## src/rtl/updown_wrap_monitor_if.sv

```systemverilog
// Sample/status bundle between the 4-bit up/down counter side and the wrap monitor.
// The master drives the sampled value and enable; the slave returns direction, pulses and counts.
interface updown_wrap_monitor_if;
   logic [3:0] In;
   logic       En;
   logic [1:0] Dir;
   logic       Wu;
   logic       Wd;
   logic       Jmp;
   logic       Chg;
   logic [7:0] UpCnt;
   logic [7:0] DnCnt;
   logic       Thr;

   modport master (
      output In, En,
      input  Dir, Wu, Wd, Jmp, Chg, UpCnt, DnCnt, Thr
   );

   modport slave (
      input  In, En,
      output Dir, Wu, Wd, Jmp, Chg, UpCnt, DnCnt, Thr
   );
endinterface

```

## src/rtl/updown_wrap_monitor.sv

```systemverilog
// Classifies each enabled counter sample as hold/up/down/jump against the previous one,
// tracks direction, pulses on wraps/jumps/reversals and keeps saturating wrap counts.
//
// state     | meaning
// ----------+-----------------------------------------------------------
// DIR_IDLE  | no direction yet, after a jump, or hold run reached HOLD_LIM
// DIR_UP    | last non-hold step was +1 (mod 16)
// DIR_DOWN  | last non-hold step was -1 (mod 16)
module updown_wrap_monitor #(
   parameter int         HOLD_LIM = 4,
   parameter logic [3:0] TH       = 4'd12
) (
   input  logic               Clk,
   input  logic               C,
   updown_wrap_monitor_if.slave bus
);

   typedef enum logic [1:0] {
      DIR_IDLE = 2'b00,
      DIR_UP   = 2'b01,
      DIR_DOWN = 2'b10
   } dir_e;

   localparam logic [3:0] HOLD_LIM_W = 4'(HOLD_LIM);
   localparam logic [4:0] HOLD_LIM_X = 5'(HOLD_LIM);

   dir_e       dir_q,     dir_d;
   logic [3:0] p_q,       p_d;
   logic       pr_q,      pr_d;
   logic [3:0] h_q,       h_d;
   logic       wu_q,      wu_d;
   logic       wd_q,      wd_d;
   logic       jmp_q,     jmp_d;
   logic       chg_q,     chg_d;
   logic [7:0] up_cnt_q,  up_cnt_d;
   logic [7:0] dn_cnt_q,  dn_cnt_d;
   logic       thr_q,     thr_d;

   logic [3:0] step;
   logic [4:0] h_inc;

   assign step  = bus.In - p_q;
   assign h_inc = {1'b0, h_q} + 5'd1;

   always_comb begin
      dir_d    = dir_q;
      p_d      = p_q;
      pr_d     = pr_q;
      h_d      = h_q;
      wu_d     = 1'b0;
      wd_d     = 1'b0;
      jmp_d    = 1'b0;
      chg_d    = 1'b0;
      up_cnt_d = up_cnt_q;
      dn_cnt_d = dn_cnt_q;
      thr_d    = thr_q;

      if (bus.En) begin
         p_d   = bus.In;
         thr_d = (bus.In >= TH);
         if (!pr_q) begin
            // priming sample only establishes the reference value
            pr_d = 1'b1;
         end else begin
            case (step)
               4'd0: begin
                  if (h_inc >= HOLD_LIM_X) begin
                     h_d   = HOLD_LIM_W;
                     dir_d = DIR_IDLE;
                  end else begin
                     h_d = h_inc[3:0];
                  end
               end
               4'd1: begin
                  h_d   = 4'd0;
                  dir_d = DIR_UP;
                  if (p_q == 4'hF) begin
                     wu_d = 1'b1;
                     if (up_cnt_q != 8'hFF) up_cnt_d = up_cnt_q + 8'd1;
                  end
               end
               4'hF: begin
                  h_d   = 4'd0;
                  dir_d = DIR_DOWN;
                  if (p_q == 4'h0) begin
                     wd_d = 1'b1;
                     if (dn_cnt_q != 8'hFF) dn_cnt_d = dn_cnt_q + 8'd1;
                  end
               end
               default: begin
                  h_d   = 4'd0;
                  dir_d = DIR_IDLE;
                  jmp_d = 1'b1;
               end
            endcase
            chg_d = ((dir_q == DIR_UP)   && (dir_d == DIR_DOWN)) ||
                    ((dir_q == DIR_DOWN) && (dir_d == DIR_UP));
         end
      end
   end

   always_ff @(posedge Clk) begin
      if (C) begin
         dir_q    <= DIR_IDLE;
         p_q      <= 4'd0;
         pr_q     <= 1'b0;
         h_q      <= 4'd0;
         wu_q     <= 1'b0;
         wd_q     <= 1'b0;
         jmp_q    <= 1'b0;
         chg_q    <= 1'b0;
         up_cnt_q <= 8'd0;
         dn_cnt_q <= 8'd0;
         thr_q    <= 1'b0;
      end else begin
         dir_q    <= dir_d;
         p_q      <= p_d;
         pr_q     <= pr_d;
         h_q      <= h_d;
         wu_q     <= wu_d;
         wd_q     <= wd_d;
         jmp_q    <= jmp_d;
         chg_q    <= chg_d;
         up_cnt_q <= up_cnt_d;
         dn_cnt_q <= dn_cnt_d;
         thr_q    <= thr_d;
      end
   end

   assign bus.Dir   = dir_q;
   assign bus.Wu    = wu_q;
   assign bus.Wd    = wd_q;
   assign bus.Jmp   = jmp_q;
   assign bus.Chg   = chg_q;
   assign bus.UpCnt = up_cnt_q;
   assign bus.DnCnt = dn_cnt_q;
   assign bus.Thr   = thr_q;

endmodule

```

## src/flat_wrapper.sv

```systemverilog
// flat-port wrapper written by rule: the top's interface ports become plain ports
module updown_wrap_monitor_flat 
#(
   parameter int         HOLD_LIM = 4,
   parameter logic [3:0] TH       = 4'd12
)
  (Clk, C, bus_In, bus_En, bus_Dir, bus_Wu, bus_Wd, bus_Jmp, bus_Chg, bus_UpCnt, bus_DnCnt, bus_Thr);
  updown_wrap_monitor_if bus_i ();
  input  logic Clk;
  input  logic C;
  input wire logic [$bits(bus_i.In)-1:0] bus_In;
  input wire logic [$bits(bus_i.En)-1:0] bus_En;
  output wire logic [$bits(bus_i.Dir)-1:0] bus_Dir;
  output wire logic [$bits(bus_i.Wu)-1:0] bus_Wu;
  output wire logic [$bits(bus_i.Wd)-1:0] bus_Wd;
  output wire logic [$bits(bus_i.Jmp)-1:0] bus_Jmp;
  output wire logic [$bits(bus_i.Chg)-1:0] bus_Chg;
  output wire logic [$bits(bus_i.UpCnt)-1:0] bus_UpCnt;
  output wire logic [$bits(bus_i.DnCnt)-1:0] bus_DnCnt;
  output wire logic [$bits(bus_i.Thr)-1:0] bus_Thr;
  assign bus_i.In = bus_In;
  assign bus_i.En = bus_En;
  assign bus_Dir = bus_i.Dir;
  assign bus_Wu = bus_i.Wu;
  assign bus_Wd = bus_i.Wd;
  assign bus_Jmp = bus_i.Jmp;
  assign bus_Chg = bus_i.Chg;
  assign bus_UpCnt = bus_i.UpCnt;
  assign bus_DnCnt = bus_i.DnCnt;
  assign bus_Thr = bus_i.Thr;
  updown_wrap_monitor #(.HOLD_LIM(HOLD_LIM), .TH(TH)) u_core (.Clk(Clk), .C(C), .bus(bus_i));
endmodule
```

## config.mk

```make
export PLATFORM = sky130hd
export DESIGN_NAME = updown_wrap_monitor_flat
export DESIGN_NICKNAME = d
export VERILOG_FILES = /design/src/rtl/updown_wrap_monitor_if.sv /design/src/rtl/updown_wrap_monitor.sv /design/src/flat_wrapper.sv
export SDC_FILE = /design/constraint.sdc
export NUM_CORES = 1
export LEC_CHECK = 0
export CAP_MARGIN = 20
export CORE_ASPECT_RATIO = 1.1
export CORE_MARGIN = 2
export CORE_UTILIZATION = 50
export CTS_BUF_LIST = sky130_fd_sc_hd__clkbuf_4 sky130_fd_sc_hd__clkbuf_8
export CTS_CLUSTER_DIAMETER = 60
export DETAILED_ROUTE_END_ITERATION = 6
export PLACE_DENSITY_LB_ADDON = 0.12
export RECOVER_POWER = 25
export SKIP_LAST_GASP = 1
export SYNTH_ARGS = -nofsm -noshare
export SYNTH_HDL_FRONTEND = slang
export SYNTH_SLANG_ARGS = --single-unit
```

## constraint.sdc

```tcl
create_clock -name Clk -period 5.9 [get_ports Clk]
set_input_delay 1.18 -clock Clk [delete_from_list [all_inputs] [get_ports Clk]]
set_output_delay 1.18 -clock Clk [all_outputs]
set_load 0.01 [all_outputs]
```

* Yosys cells after proc, flatten, opt, wreduce, memory -nomap -nowiden
Cells that the tools add are included.
** Storage, ports and cells
- Register bits :: 32
- Input port bits :: 7
- Output and inout bits :: 23
- Logic and storage cells :: 51
** Operators by class
- Add/sub/neg operators :: 4
- $lt $le $gt $ge :: 2
- Eq/ne operators :: 9
- Multiplexer cells :: 9
- Bitwise logic cells :: 4
- Reductions and logical operators :: 12
** Operators by type and width (count)
- adder 8 x 1 -> 8 bit (second input constant) :: 2
- != test 8 bit (second input constant) :: 2
- AND reduction 5 bit :: 2
- equality test 4 bit (second input constant) :: 2
- logical NOT 4 bit :: 2
- two-way mux 4 bit :: 2
- OR reduction 4 bit :: 2
- two-way mux 2 bit :: 3
- case mux 2 bit (3 select lines) :: 1
- OR reduction 3 bit :: 2
- adder 4 x 1 -> 5 bit (second input constant) :: 1
- greater-or-equal comparator 5 x 3 -> 1 bit (second input constant) :: 1
- equality test 2 x 1 -> 1 bit (second input constant) :: 2
- equality test 2 bit (second input constant) :: 2
- equality test 4 x 1 -> 1 bit (second input constant) :: 1
- greater-or-equal comparator 4 bit (second input constant) :: 1
- inverter 1 bit :: 4
- subtractor 4 bit :: 1
- two-way mux 1 bit :: 3
- logical AND 1 bit :: 2
- AND reduction 2 bit :: 1
- logical OR 1 bit :: 1

* Longest topological paths before layout
- Depth in word-level cells :: 9
- Gate-level depth with buffers :: 9
- Depth with buffers taken out :: 8

* Worst setup path after synthesis
Ideal clock, no wire load.
- Kind :: input port to flip-flop
- From :: input bus_In[0]
- To :: register u_core.dn_cnt_q[7] (netlist: u_core.bus.DnCnt[7])
- Setup time :: 123 ps
- Arrival time :: 3292 ps
- Required time :: 5777 ps
- Slack :: 2485 ps
- Stages :: 9
- Path buffers :: 1
- Cell sequence :: inv_1 > ha_1 > fa_1 > xnor2_1 > nand3_1 > a211o_1 > buf_6 > nor4_4 > mux2_1
** Between the ends
- Longest elaborated chain between the ends :: 3
** RTL lines
- start, declared :: RTL line flat_wrapper.sv:11 : input wire logic [$bits(bus_i.In)-1:0] bus_In;
- subtractor 4 bit :: RTL line updown_wrap_monitor.sv:42 : assign step = bus.In - p_q;
- equality test 4 bit :: RTL line updown_wrap_monitor.sv:65 : case (step)
- AND reduction 5 bit (no source line)
- end signal, assigned :: RTL line updown_wrap_monitor.sv:125 : dn_cnt_q <= dn_cnt_d;
- end, declared :: RTL line updown_wrap_monitor.sv:36 : logic [7:0] dn_cnt_q, dn_cnt_d;
No other way between the ends.
A chain may end at the register's enable or synchronous reset.

* Final worst setup path
Ends and elaborated chain as after synthesis.

==> qor.yml <==
critical_path:
  end_kind: "flop"
  rrSetupSlack_ns: 3.15
  crit_type: "in -> reg"
  startpoint_type: "input port"
  cp_data_arrival_time_ns: 4.01
  r2r_cells: 7
  crit_fanout: 9
  required_ns: 6.12
floorplan:
  die_x_um: 59.7
  core_area_um2: 3300
  die_h_um: 65.3
  start_util_pct: 51.7
  row_count: 22
  die_area_um2: 3900
  io_pins: 30
yosys:
  yosysSeqAreaShare_pct: 37.5
  synth-edff-count: 0
  synth_fp_nets: 207
  ys_warn_count: 0
  synth.avg_cell_area_um2: 8.90
  synth_cells: 192
  syn_area_um2: 1710
  synth.distinct_cells: 44
  ys_async_sr_fraction_pct: 0
  synth_flop_cell: "dfxtp_1"
  synth_seq_cells: 32
power:
  power_frac_seq_pct: 55.2
  comb_power_share_pct: 11.9
  p_leak_nw: 0.790
  power.total_mw: 0.403
  intPower_mw: 0.295
  switching_power_mw: 0.107
  ir_drop_mv: 0.135
  p_per_area_nw_per_um2: 196
  p_clk_share_pct: 32.9
  swShare_pct: 26.7
sta:
  finalSetupViolCount: 0
  worst_pin_slew_ns: 1.52
  relSlewSlack_pct: -1.66
  period_share_pct: 64.1
  min_period_ns: 3.78
  maxSlewViolCount: 39
  fin_worst_skew_ns: 0.0126
  fmax_ghz: 0.264
  hold_viol: 0
  tns_ns: 0
  rsz0062_at_grt: "no"
route:
  vias: 1528
  first_pass_iters: 4
  drt-initial-drc-count: 84
  ant_nets: 0
  wl_per_cell_um: 14.1
  drc: 0
  routed_wl_um: 3620
  viasPerCell: 5.95
placed_design:
  place.port_buffers: 29
  dp.cells: 249
  dp_hpwl_um: 2590
  gp_congestion: 0.882
global_route:
  antenna_found_initial: 0
  grt_use_total_pct: 21.7
  grt_max_degree: 39
  grt_pass1_wl_um: 6600
  grt_overflow: 0
  grt_pass1_vias: 1536
cts:
  cts-resized-gates: 0
  cts_buffers: 5
  clock_latency_ns: 0.34
  ctsHoldBuffers: 0
  htreeDepth: 2
  cts_tree: "built"
  post_cts_buffers: 0
  cts_sinks: 32
  path_clk_slew_ns: 0.11
  cts_buffer_depth: 2
  cts-root-buf: "clkbuf_4"
cells_and_area:
  fillers: 318
  syn_to_final_growth_pct: 20.5
  n_antenna_cell: 0
  finalNonFillerCells: 257
  fin_nets: 235
  drive_above_1_share_pct: 9.50
outcome:
  violations: "max-capacitance violations, max-slew violations"
  outcome: "finished with violations"
hold_path:
  worst_hold_path_type: "reg -> reg"
  holdPathStages: 2
job:
  drv_cap: 1
-- routing by layer --
layer	track usage [%]	wire length [µm]	vias up
met3	5.51	143	11
met2	36.3	1750	34
met1	25.9	1630	730
met4	8.89	91	0
li1	-	-	753
met5	0	0	-
-- stage by stage --
step           utilization (%)  hold slack [ns]  setup slack (ns)  cell area (µm²)
2_1_floorplan                -            0.440              2.48             1710
3_3_place_gp              60.6            0.451              1.89             2000
3_5_place_dp              60.6            0.461              1.78             2000
4_1_cts                   62.4            0.477              2.12             2060
5_1_grt                   62.3            0.489              1.94             2060
6_report                  62.3            0.473              2.12             2060
-- critical path, stage by stage --
cell             delay, ns
clkdlybuf4s50_1       0.48
inv_1                 0.05
ha_1                  0.22
fa_1                  0.45
xnor2_1               0.37
nand3_1               0.20
a211o_1               0.45
nor4_4                0.25
mux2_1                0.34
-- registers in the layout, summed over array words and instances, names as in the netlist --
register	cells
u_core.bus.Thr	1
u_core.bus.UpCnt	8
u_core.bus.Chg	1
u_core.bus.Wu	1
u_core.bus.Wd	1
u_core.bus.Jmp	1
u_core.pr_q	1
u_core.h_q	4
u_core.p_q	4
u_core.bus.DnCnt	8
u_core.bus.Dir	2
-- kinds of logic after synthesis --
kind of cell / after synthesis / synth area share [%]
AND/OR/NAND/NOR: 90 / 33.0
XOR/XNOR: 4 / 2.05
adder cells (fa/ha/maj): 8 / 6.30
flip-flops: 32 / 37.5
buffers and inverters: 16 / 4.47
multiplexers: 9 / 5.57
AO/OA/AOI/OAI: 33 / 11.1
-- cells in the mapped netlist (6+ instances only) --
cell type,instances,area (µm²)
ha_1,7,87.6
or4_1,7,52.6
dfxtp_1,32,641
nand3_1,10,50.1
nor2b_1,6,37.5
inv_1,7,26.3
clkbuf_1,6,22.5
nand4_1,7,43.8
o21ai_0,9,45.0
nor2_1,15,56.3
nand2_1,14,52.6
a21oi_1,15,75.1
-- final timing paths --
path,start,to
max,bus_In[0],u_core.bus.DnCnt[7]$_SDFFE_PP0P_
min,u_core.h_q[2]$_SDFFE_PP0P_,u_core.h_q[2]$_SDFFE_PP0P_
max reg2reg,u_core.p_q[0]$_SDFFE_PP0P_,u_core.bus.DnCnt[7]$_SDFFE_PP0P_
min reg2reg,u_core.h_q[2]$_SDFFE_PP0P_,u_core.h_q[2]$_SDFFE_PP0P_
-- cell type report --
| class | count | area [µm²] | share of cell area (%) |
|---|---|---|---|
| tap | 36 | 45.0 | 2.19 |
| multi-input combinational | 144 | 991 | 48.1 |
| inverter | 7 | 26.3 | 1.28 |
| clock buffer | 6 | 51.3 | 2.49 |
| sequential | 32 | 641 | 31.1 |
| timing repair buffer | 30 | 294 | 14.3 |
| clock inverter | 2 | 10.0 | 0.486 |
-- power by group through the flow --
stage	Sequential [mW]	Combinational, mW	Clock (mW)
global route	0.223	0.0541	0.145
floorplan	0.227	0.0351	0
finish	0.222	0.0480	0.133
detailed placement	0.227	0.0482	0
global placement	0.227	0.0469	0
CTS	0.222	0.0488	0.136
-- cell usage in the layout (no fill, tap or decap), types with 2 or more instances in the layout --
| master | instances |
|---|---|
| a21o_2 | 2 |
| a21oi_1 | 15 |
| clkbuf_4 | 5 |
| clkdlybuf4s50_1 | 22 |
| clkinv_2 | 2 |
| dfxtp_1 | 32 |
| dlygate4sd3_1 | 7 |
| ha_1 | 7 |
| inv_1 | 7 |
| mux2_1 | 2 |
| mux2_2 | 2 |
| mux2i_1 | 5 |
| nand2_1 | 14 |
| nand2b_1 | 2 |
| nand3_1 | 10 |
| nand3b_1 | 4 |
| nand4_1 | 7 |
| nand4b_1 | 2 |
| nor2_1 | 15 |
| nor2b_1 | 6 |
| nor3_1 | 4 |
| nor4_1 | 2 |
| nor4_4 | 2 |
| o21ai_0 | 9 |
| o31ai_1 | 4 |
| or3_1 | 3 |
| or4_1 | 7 |
| xor2_1 | 3 |
Note: power is estimated with default switching activity, not from simulation.
